<file path="config.mk">
export PLATFORM = sky130hd
export DESIGN_NAME = u_seq_bam_flat
export DESIGN_NICKNAME = d
export VERILOG_FILES = /design/src/rtl/u_seq_bam_pkg.sv /design/src/rtl/u_seq_bam_if.sv /design/src/rtl/u_seq_bam_row_gen.sv /design/src/rtl/u_seq_bam.sv /design/src/flat_wrapper.sv
export SDC_FILE = /design/constraint.sdc
export NUM_CORES = 1
export LEC_CHECK = 0
export CELL_PAD_IN_SITES_DETAIL_PLACEMENT = 1
export CELL_PAD_IN_SITES_GLOBAL_PLACEMENT = 2
export CORE_MARGIN = 5
export CORE_UTILIZATION = 31
export DETAILED_ROUTE_END_ITERATION = 8
export HOLD_SLACK_MARGIN = 0.08
export PLACE_DENSITY = 0.75
export REMOVE_ABC_BUFFERS = 1
export SYNTH_ARGS = -nofsm -noshare
export SYNTH_HDL_FRONTEND = slang
export SYNTH_SLANG_ARGS = --single-unit
</file>
<file path="constraint.sdc">
create_clock -name clk -period 5.1 [get_ports clk]
set_clock_uncertainty 0.1 [all_clocks]
set_input_delay 0.51 -clock clk [delete_from_list [all_inputs] [get_ports clk]]
set_output_delay 0.51 -clock clk [all_outputs]
set_load 0.01 [all_outputs]
</file>
<file path="src/rtl/u_seq_bam_pkg.sv">
// bam_pkg: shared state type, width limits and column-mask helper
// for the sequential broken-array multiplier.
package bam_pkg;

    typedef enum logic [1:0] {
        IDLE,
        RUN,
        DONE
    } bam_state_t;

    // Widest operand the mask helper can describe, and the matching product width.
    localparam int MAX_N  = 32;
    localparam int MAX_PW = 2 * MAX_N;

    // Column j of row r is kept when its weight r+j reaches the vertical break v.
    function automatic logic [MAX_N-1:0] bam_row_mask(
        input int unsigned r,
        input int unsigned v,
        input int unsigned n
    );
        logic [MAX_N-1:0] m;
        m = '0;
        for (int unsigned j = 0; j < MAX_N; j++) begin
            m[j] = (j < n) && ((r + j) >= v);
        end
        return m;
    endfunction

endpackage

</file>
<file path="src/rtl/u_seq_bam_if.sv">
// Operand/result handshake bundle for u_seq_bam.
// master drives operations and consumes results; slave is the multiplier.
interface u_seq_bam_if #(
    parameter int N  = 8,
    parameter int HW = $clog2(N + 1),
    parameter int VW = $clog2(2 * N + 1)
) ();

    logic           in_valid;
    logic           in_ready;
    logic [N-1:0]   a;
    logic [N-1:0]   b;
    logic [HW-1:0]  h;
    logic [VW-1:0]  v;
    logic           out_valid;
    logic           out_ready;
    logic [2*N-1:0] out_p;

    modport master (
        output in_valid,
        output a,
        output b,
        output h,
        output v,
        output out_ready,
        input  in_ready,
        input  out_valid,
        input  out_p
    );

    modport slave (
        input  in_valid,
        input  a,
        input  b,
        input  h,
        input  v,
        input  out_ready,
        output in_ready,
        output out_valid,
        output out_p
    );

endinterface

</file>
<file path="src/rtl/u_seq_bam_row_gen.sv">
// bam_row_gen: one retained partial-product row, masked by the
// vertical break and shifted to its weight.
module bam_row_gen
    import bam_pkg::*;
#(
    parameter int N  = 8,
    parameter int HW = $clog2(N + 1),
    parameter int VW = $clog2(2 * N + 1)
) (
    input  logic [N-1:0]   a,
    input  logic           b_bit,
    input  logic [HW-1:0]  r,
    input  logic [VW-1:0]  v,
    output logic [2*N-1:0] row
);

    localparam int PW = 2 * N;

    logic [N-1:0] am;

    assign am  = N'(MAX_N'(a) & bam_row_mask(32'(r), 32'(v), 32'(N)));
    assign row = b_bit ? (PW'(am) << r) : '0;

endmodule

</file>
<file path="src/rtl/u_seq_bam.sv">
// u_seq_bam: sequential broken-array multiplier, one retained row per
// cycle, with runtime horizontal (h) and vertical (v) break levels.
module u_seq_bam
    import bam_pkg::*;
#(
    parameter int N  = 8,
    parameter int HW = $clog2(N + 1),
    parameter int VW = $clog2(2 * N + 1)
) (
    input logic        clk,
    input logic        rst_n,
    u_seq_bam_if.slave bus
);

    localparam logic [HW-1:0] N_H  = HW'(N);
    localparam logic [HW-1:0] LAST = HW'(N - 1);

    bam_state_t     state;
    bam_state_t     nxt;
    logic [N-1:0]   a_q;
    logic [N-1:0]   b_q;
    logic [VW-1:0]  v_q;
    logic [HW-1:0]  r;
    logic [2*N-1:0] acc;
    logic [2*N-1:0] row;
    logic [2*N-1:0] p_q;
    logic           vld_q;
    logic           rdy;
    logic           accept;
    logic           skip;
    logic           last;
    logic           b_bit;

    assign accept = bus.in_valid && rdy;
    assign skip   = bus.h >= N_H;
    assign last   = r == LAST;

    always_comb begin
        b_bit = 1'b0;
        for (int i = 0; i < N; i++) begin
            if (r == HW'(i)) b_bit = b_q[i];
        end
    end

    bam_row_gen #(
        .N (N),
        .HW(HW),
        .VW(VW)
    ) u_row (
        .a    (a_q),
        .b_bit(b_bit),
        .r    (r),
        .v    (v_q),
        .row  (row)
    );

    always_ff @(posedge clk) begin
        if (!rst_n) state <= IDLE;
        else        state <= nxt;
    end

    always_comb begin
        nxt = state;
        unique case (state)
            IDLE:    if (accept) nxt = skip ? DONE : RUN;
            RUN:     if (last) nxt = DONE;
            DONE:    if (vld_q && bus.out_ready) nxt = IDLE;
            default: nxt = IDLE;
        endcase
    end

    always_comb begin
        rdy = (state == IDLE);
    end

    // The first DONE cycle registers the finished sum into the output stage.
    always_ff @(posedge clk) begin
        if (!rst_n) begin
            a_q   <= '0;
            b_q   <= '0;
            v_q   <= '0;
            r     <= '0;
            acc   <= '0;
            p_q   <= '0;
            vld_q <= 1'b0;
        end else begin
            if (accept) begin
                a_q <= bus.a;
                b_q <= bus.b;
                v_q <= bus.v;
                r   <= bus.h;
                acc <= '0;
            end else if (state == RUN) begin
                acc <= acc + row;
                r   <= r + HW'(1);
            end
            if (state == DONE) begin
                if (!vld_q) begin
                    vld_q <= 1'b1;
                    p_q   <= acc;
                end else if (bus.out_ready) begin
                    vld_q <= 1'b0;
                end
            end else begin
                vld_q <= 1'b0;
            end
        end
    end

    assign bus.in_ready  = rdy;
    assign bus.out_valid = vld_q;
    assign bus.out_p     = p_q;

endmodule

</file>
<file path="src/flat_wrapper.sv">
// flat-port wrapper written by rule: the top's interface ports become plain ports
module u_seq_bam_flat import bam_pkg::*;
#(
    parameter int N  = 8,
    parameter int HW = $clog2(N + 1),
    parameter int VW = $clog2(2 * N + 1)
)
  (clk, rst_n, bus_in_valid, bus_a, bus_b, bus_h, bus_v, bus_out_ready, bus_in_ready, bus_out_valid, bus_out_p);
  u_seq_bam_if #(.N(N), .HW(HW), .VW(VW)) bus_i ();
  input logic clk;
  input logic rst_n;
  input wire logic [$bits(bus_i.in_valid)-1:0] bus_in_valid;
  input wire logic [$bits(bus_i.a)-1:0] bus_a;
  input wire logic [$bits(bus_i.b)-1:0] bus_b;
  input wire logic [$bits(bus_i.h)-1:0] bus_h;
  input wire logic [$bits(bus_i.v)-1:0] bus_v;
  input wire logic [$bits(bus_i.out_ready)-1:0] bus_out_ready;
  output wire logic [$bits(bus_i.in_ready)-1:0] bus_in_ready;
  output wire logic [$bits(bus_i.out_valid)-1:0] bus_out_valid;
  output wire logic [$bits(bus_i.out_p)-1:0] bus_out_p;
  assign bus_i.in_valid = bus_in_valid;
  assign bus_i.a = bus_a;
  assign bus_i.b = bus_b;
  assign bus_i.h = bus_h;
  assign bus_i.v = bus_v;
  assign bus_i.out_ready = bus_out_ready;
  assign bus_in_ready = bus_i.in_ready;
  assign bus_out_valid = bus_i.out_valid;
  assign bus_out_p = bus_i.out_p;
  u_seq_bam #(.N(N), .HW(HW), .VW(VW)) u_core (.clk(clk), .rst_n(rst_n), .bus(bus_i));
endmodule
</file>
* Word level (Yosys, flattened, before mapping) *
Index checks and enable logic that the tools add are counted.

storage, ports and cells
  flip-flop bits (word level) = 60
  bits of input ports = 29
  output and inout bits = 18
  word-level logic and storage cells = 69

operators by class
  bitwise logic cells = 3
  $lt $le $gt $ge = 9
  $add $sub $neg = 9
  reduce and logical (&&, ||, !) cells = 9
  shift operators = 1
  equality and inequality tests = 12
  mux-type cells = 18

operator list
  kind                   number
  $ge A5 B5 Y1           7
  $add A4 B3 Y5 const B  4
  $add A16 B16 Y16       1
  $eq A4 B3 Y1 const B   4
  $mux W16               1
  $shl A8 B4 Y16         1
  $add A4 B2 Y5 const B  2
  $mux W1                10
  $and A8 B8 Y8          1
  $eq A4 B2 Y1 const B   2
  $mux W2                4
  $mux W4                2
  $pmux W2 S3            1
  $add A4 B1 Y5 const B  1
  $ge A4 B5 Y1           1
  $add A4 B1 Y4 const B  1
  $eq A4 B1 Y1 const B   1
  $ge A4 B4 Y1 const B   1
  $logic_not A4 Y1       1
  $ne A2 B1 Y1 const B   2
  $reduce_and A2 Y1      2
  $reduce_and A3 Y1      1
  $eq A2 B1 Y1 const B   1
  $eq A2 B2 Y1 const B   1
  other kinds (6)        8

* Longest topological paths before layout *
  depth after elaboration = 11
  depth in mapped cells = 24
  gate-level depth less buffers = 23

* Cells and area by module *
From an unflattened synthesis, not the netlist that was laid out.

second synthesis, totals
  cells, all modules = 598
  area total of the unflattened synthesis = 4,635.7 um^2

by module, submodules not included
  module       instances  sequential area each (um^2)  cells each  area each (um^2)
  u_seq_bam    1          1,201.2                      383         3,096.7
  bam_row_gen  1          0.0                          215         1,539.0

* Worst setup path before layout *
No wires, ideal clock.

  path kind = reg-to-reg
  start = reg u_core.r[1]
  end = reg u_core.acc[15]
  period minus slack after synthesis = 4,920 ps
  arrival = 4,753 ps
  buffers on the path = 1
  data required time = 4,933 ps
  slack = 180 ps
  cell stages (with the launch flop) = 23
  setup time = 67 ps
  cell sequence = dfxtp_1 -> clkbuf_1 -> inv_2 -> ha_1 -> xnor2_1 -> inv_1 -> ha_1 -> a21oi_1 -> o21ai_0 -> a41oi_1 -> o22ai_1 -> a22oi_1 -> o22a_1 -> nor2_1 -> ha_1 -> a2111oi_0 -> o21ai_0 -> nand2_1 -> a31o_2 -> nand3_1 -> or4_4 -> a21o_1 -> a21oi_2

on the way
  cells in the longest elaborated chain, start to end = 11
  elaborated cells on any way between the ends = 35
  those cells by class = add/sub (8); order compare (8); eq/ne (7); shift (1); mux (9); bitwise (1); reduce/logical (1)

RTL lines
  element                                                RTL line                 text
  start, declared                                        u_seq_bam.sv:23          logic [HW-1:0] r;
  start signal, assigned                                 u_seq_bam.sv:91          r <= bus.h;
  start signal, assigned                                 u_seq_bam.sv:95          r <= r + HW'(1);
  branches (longest 9 deep; another with $add A4 B1 Y5)  --
  $mux W16 *                                             u_seq_bam_row_gen.sv:22  assign row = b_bit ? (PW'(am) << r) : '0;
  $add A16 B16 Y16 *                                     u_seq_bam.sv:94          acc <= acc + row;
  end signal, assigned                                   u_seq_bam.sv:94
  end, declared                                          u_seq_bam.sv:24          logic [2*N-1:0] acc;

Every way passes the cells marked *.
A chain may end at the register's enable or synchronous reset.

* Final worst setup path *
  start = reg u_core.r[0]
  end = reg u_core.acc[15]

Same word-level chain as after synthesis.

==> results by group <==
Floorplan
  • Core Rows: 44
  • Die Area: 17100 um^2
  • Placeable Area: 14400 um^2
  • # IOs: 47
  • Effective utilization at floorplan: 31.3%
  • Width of the die: 131 um
  • Die H: 131 um

Global route
  • Global-route total usage across every layer: 17.2%
  • Maximum number of pins on one net before global-route repair: 46
  • Number of global-route vias before repair: 4490
  • Wire length of the first global-routing pass: 23100 um
  • Initial antenna violation count: 0
  • GRT Residual Overflow: 0

Cells and area
  • Util after Layout: 38.9%
  • Filler cell count in the final layout: 1775
  • Layout cell share with drive strength beyond 1: 11.0%
  • Final net count: 714
  • Footprint of the multi-input gates: 3200 um^2
  • Fin cells: 814
  • Area growth, synth to finish: 24.5%
  • Ant diodes: 0
  • Register area: 1200 um^2

STA
  • Max Transition Viols Final: 0
  • Setup repair after global routing missed its margin: no
  • Final Hold Vio Count: 0
  • Max-slew headroom at the worst pin: 24.0%
  • Maximum operating frequency: 0.208 GHz
  • Slew at the pin with the worst max-slew slack: 1.14 ns
  • Ratio of final minimum period to clock period: 94.2%
  • Post-route setup TNS: 0 ns
  • Total of endpoints with negative setup slack in the final report: 0
  • Minimum clock period: 4.80 ns

Routing
  • Drt via density: 5.18
  • Drt first pass iters: 4
  • Drt wl/cell: 16.6 um
  • Detailed-route DRC error count: 0
  • Vias after detailed routing: 4213
  • Number of antenna-violating nets in the routed design: 0
  • Initial detailed-routing violation count: 156
  • Final Routed Wirelength: 13500 um

Worst setup path
  • Critical Path Source: u_core.r[0]
  • Worst EP arrival: 4.97 ns
  • Category of the worst setup path launch point: register
  • End of the worst register-to-register path: u_core.acc[15]
  • Register-to-register setup slack: 0.30 ns
  • Crit end category: register
  • Worst reg2reg startpoint: u_core.r[0]
  • Worst setup endpoint: u_core.acc[15]
  • FF-to-FF path depth: 20
  • CP Max Fanout: 4
  • Start-to-end type of the worst setup path: register to register
  • Critical path required time: 5.27 ns

Outcome
  • Outcome: finished clean

Logic synthesis
  • Synthesized area: 4510 um^2
  • Avg Cell Area, Syn: 7.84 um^2
  • Predominant post-synthesis flop cell: sky130_fd_sc_hd__dfxtp_1
  • Warning count from the yosys run: 0
  • Synth area leader: sky130_fd_sc_hd__dfxtp_1
  • Top-area cell type share of the netlist area: 26.6%
  • Post-synthesis sequential element count: 60
  • Number of enable flip-flop cells after synthesis: 0
  • Post-synthesis async set-or-reset flop share: 0%
  • Largest cells by area after synthesis: sky130_fd_sc_hd__dfxtp_1 27%, sky130_fd_sc_hd__ha_1 16%, sky130_fd_sc_hd__nand2_1 12%
  • Number of instances in the synthesized netlist: 575
  • Sequential element share of the synthesized area: 26.6%
  • Number of library cell types mapped by synthesis: 60

Power and ir drop
  • Static leakage: 0.00223 uW
  • Maximum resistive drop on vdd: 0.124 mV
  • Power consumption: 1540 uW
  • Power density of the placed cells: 274 nW/um^2

CTS
  • Cts bufs inserted: 9
  • CTS H-Tree Depth: 3
  • Root Buffer Master: sky130_fd_sc_hd__clkbuf_16
  • Clock tree from TritonCTS: yes
  • CTS clk-pin slew, worst paths: 0.06 ns
  • Number of sinks handled by clock tree synthesis: 60
  • Skew-Pair Late Insertion Delay: 0.35 ns
  • Number of buffers on the longest clock path: 2

Placed design
  • DP Wirelength: 10100 um
  • Placed Instances: 798
  • Quantity of I/O buffers inserted on ports: 46
  • Placer Congestion: 0.829

Run
  • Max_cap viols: 0

Min path
  • Path type of the worst min-delay path: register to register
-- final cells by class --
type | instances | share of cell area (%)
flip-flops and latches | 60 | 21.4
clock buffers | 10 | 4.26
multi-input cells | 474 | 57.0
well taps | 184 | 4.10
clock inverters | 6 | 1.54
repair buffers | 64 | 10.6
inverters | 16 | 1.07
-- layer usage --
layer | GRT usage, % | vias up | routed length (um)
met2 | 27.1 | 61 | 6140
met4 | 6.90 | 0 | 264
met3 | 2.60 | 16 | 402
met5 | 0 | - | 0
met1 | 23.8 | 2019 | 6740
li1 | - | 2117 | -
-- power breakdown --
group	leakage [uW]	switching (uW)	total, uW	internal (uW)
sequential	0.000488	16.1	502	486
clock	0.000159	244	685	441
combinational	0.00159	203	349	146
-- cell families after synthesis --
kind of cell    count (synthesis)  share of synthesized area [%]
compound gates                165                           24.8
buf+inv                        41                           3.41
simple gates                  220                           21.5
xor+xnor                       19                           3.69
fa+ha+maj                      60                           16.8
mux                            10                           3.14
flops                          60                           26.6
-- worst max-delay path, stage by stage, from the launching register on --
cell	delay, ns
sky130_fd_sc_hd__dfxtp_1	0.38
sky130_fd_sc_hd__inv_2	0.09
sky130_fd_sc_hd__ha_1	0.36
sky130_fd_sc_hd__inv_1	0.06
sky130_fd_sc_hd__ha_1	0.29
sky130_fd_sc_hd__nand2_1	0.05
sky130_fd_sc_hd__o21ai_1	0.14
sky130_fd_sc_hd__a41oi_1	0.18
sky130_fd_sc_hd__buf_4	0.17
sky130_fd_sc_hd__mux4_2	0.50
sky130_fd_sc_hd__or2_2	0.32
sky130_fd_sc_hd__a21oi_2	0.17
sky130_fd_sc_hd__ha_1	0.30
sky130_fd_sc_hd__or2_2	0.31
sky130_fd_sc_hd__a21o_1	0.20
sky130_fd_sc_hd__nand2_1	0.08
sky130_fd_sc_hd__a31o_2	0.16
sky130_fd_sc_hd__nand3_1	0.07
sky130_fd_sc_hd__or4_4	0.46
sky130_fd_sc_hd__a21o_1	0.20
sky130_fd_sc_hd__a21oi_2	0.12
-- flip-flops by register name, summed over array words and instances (netlist names) --
register              count
u_core.acc               16
u_core.bus.out_p         16
u_core.a_q                8
u_core.b_q                8
u_core.v_q                5
u_core.r                  4
u_core.state              2
u_core.bus.out_valid      1
-- layout by cell type (no fill, tap or decap), types with 5 or more instances in the layout --
cell type and count:
sky130_fd_sc_hd__dfxtp_1 59, sky130_fd_sc_hd__nand2_1 139, sky130_fd_sc_hd__clkdlybuf4s50_1 46, sky130_fd_sc_hd__or2_2 6, sky130_fd_sc_hd__o211ai_1 5, sky130_fd_sc_hd__o21ai_0 12, sky130_fd_sc_hd__nor2_1 27, sky130_fd_sc_hd__ha_1 58
sky130_fd_sc_hd__nand3_1 12, sky130_fd_sc_hd__a21boi_0 41, sky130_fd_sc_hd__clkbuf_16 9, sky130_fd_sc_hd__xnor2_1 15, sky130_fd_sc_hd__inv_1 12, sky130_fd_sc_hd__a21o_1 11, sky130_fd_sc_hd__buf_4 18, sky130_fd_sc_hd__a21oi_1 48
-- stage by stage --
stage / setup WS [ns] / hold WS (ns) / instance area [um^2]
2_1_floorplan: 0.0443 / 0.340 / 4410
3_3_place_gp: 0.227 / 0.349 / 5240
3_5_place_dp: 0.147 / 0.358 / 5240
4_1_cts: 0.141 / 0.366 / 5570
5_1_grt: 0.00793 / 0.391 / 5610
6_report: 0.298 / 0.363 / 5610
-- cell usage after synthesis, drive strengths merged (2+ instances only) --
library cell and instances:
a31oi 2, o22a 4, mux2 3, nor4bb 2, o211ai 5, o21bai 2
mux4 3, a21o 11, or2 6, a41oi 5, o31ai 3, nor2b 6
nand2b 4, or3 2, xnor2 15, a21boi 41, a211o 3, o21a 3
a21oi 50, o21ai 16, mux2i 4, nand2 139, inv 15, clkbuf 23
nor3 5, dfxtp 60, ha 59, o22ai 3, a22oi 4, a2111oi 2
nor2 27, xor2 4, and3 2, nand4 3, a211oi 3, and2 6
nand3 12, buf 2
-- how the worst min path moves through the flow --
| stage | from | endpoint | slack (ns) | depth (start not counted) |
|---|---|---|---|---|
| floorplan | u_core.b_q[2] | u_core.b_q[2] | 0.34 | 2 |
| global route | u_core.bus.out_p[14] | u_core.bus.out_p[14] | 0.39 | 2 |
| finish | u_core.bus.out_p[15] | u_core.bus.out_p[15] | 0.36 | 2 |
| detailed placement | u_core.bus.out_p[13] | u_core.bus.out_p[13] | 0.36 | 2 |
| global placement | u_core.bus.out_p[8] | u_core.bus.out_p[8] | 0.35 | 2 |
| CTS | u_core.bus.out_p[13] | u_core.bus.out_p[13] | 0.37 | 2 |
-- repair_timing --
action,4_1_cts,5_1_grt
hold buffers,0,0
setup buffers,0,0
resized for setup,0,12
setup endpoints to repair,0,3
No activity file was read; power rests on OpenSTA's default activity.
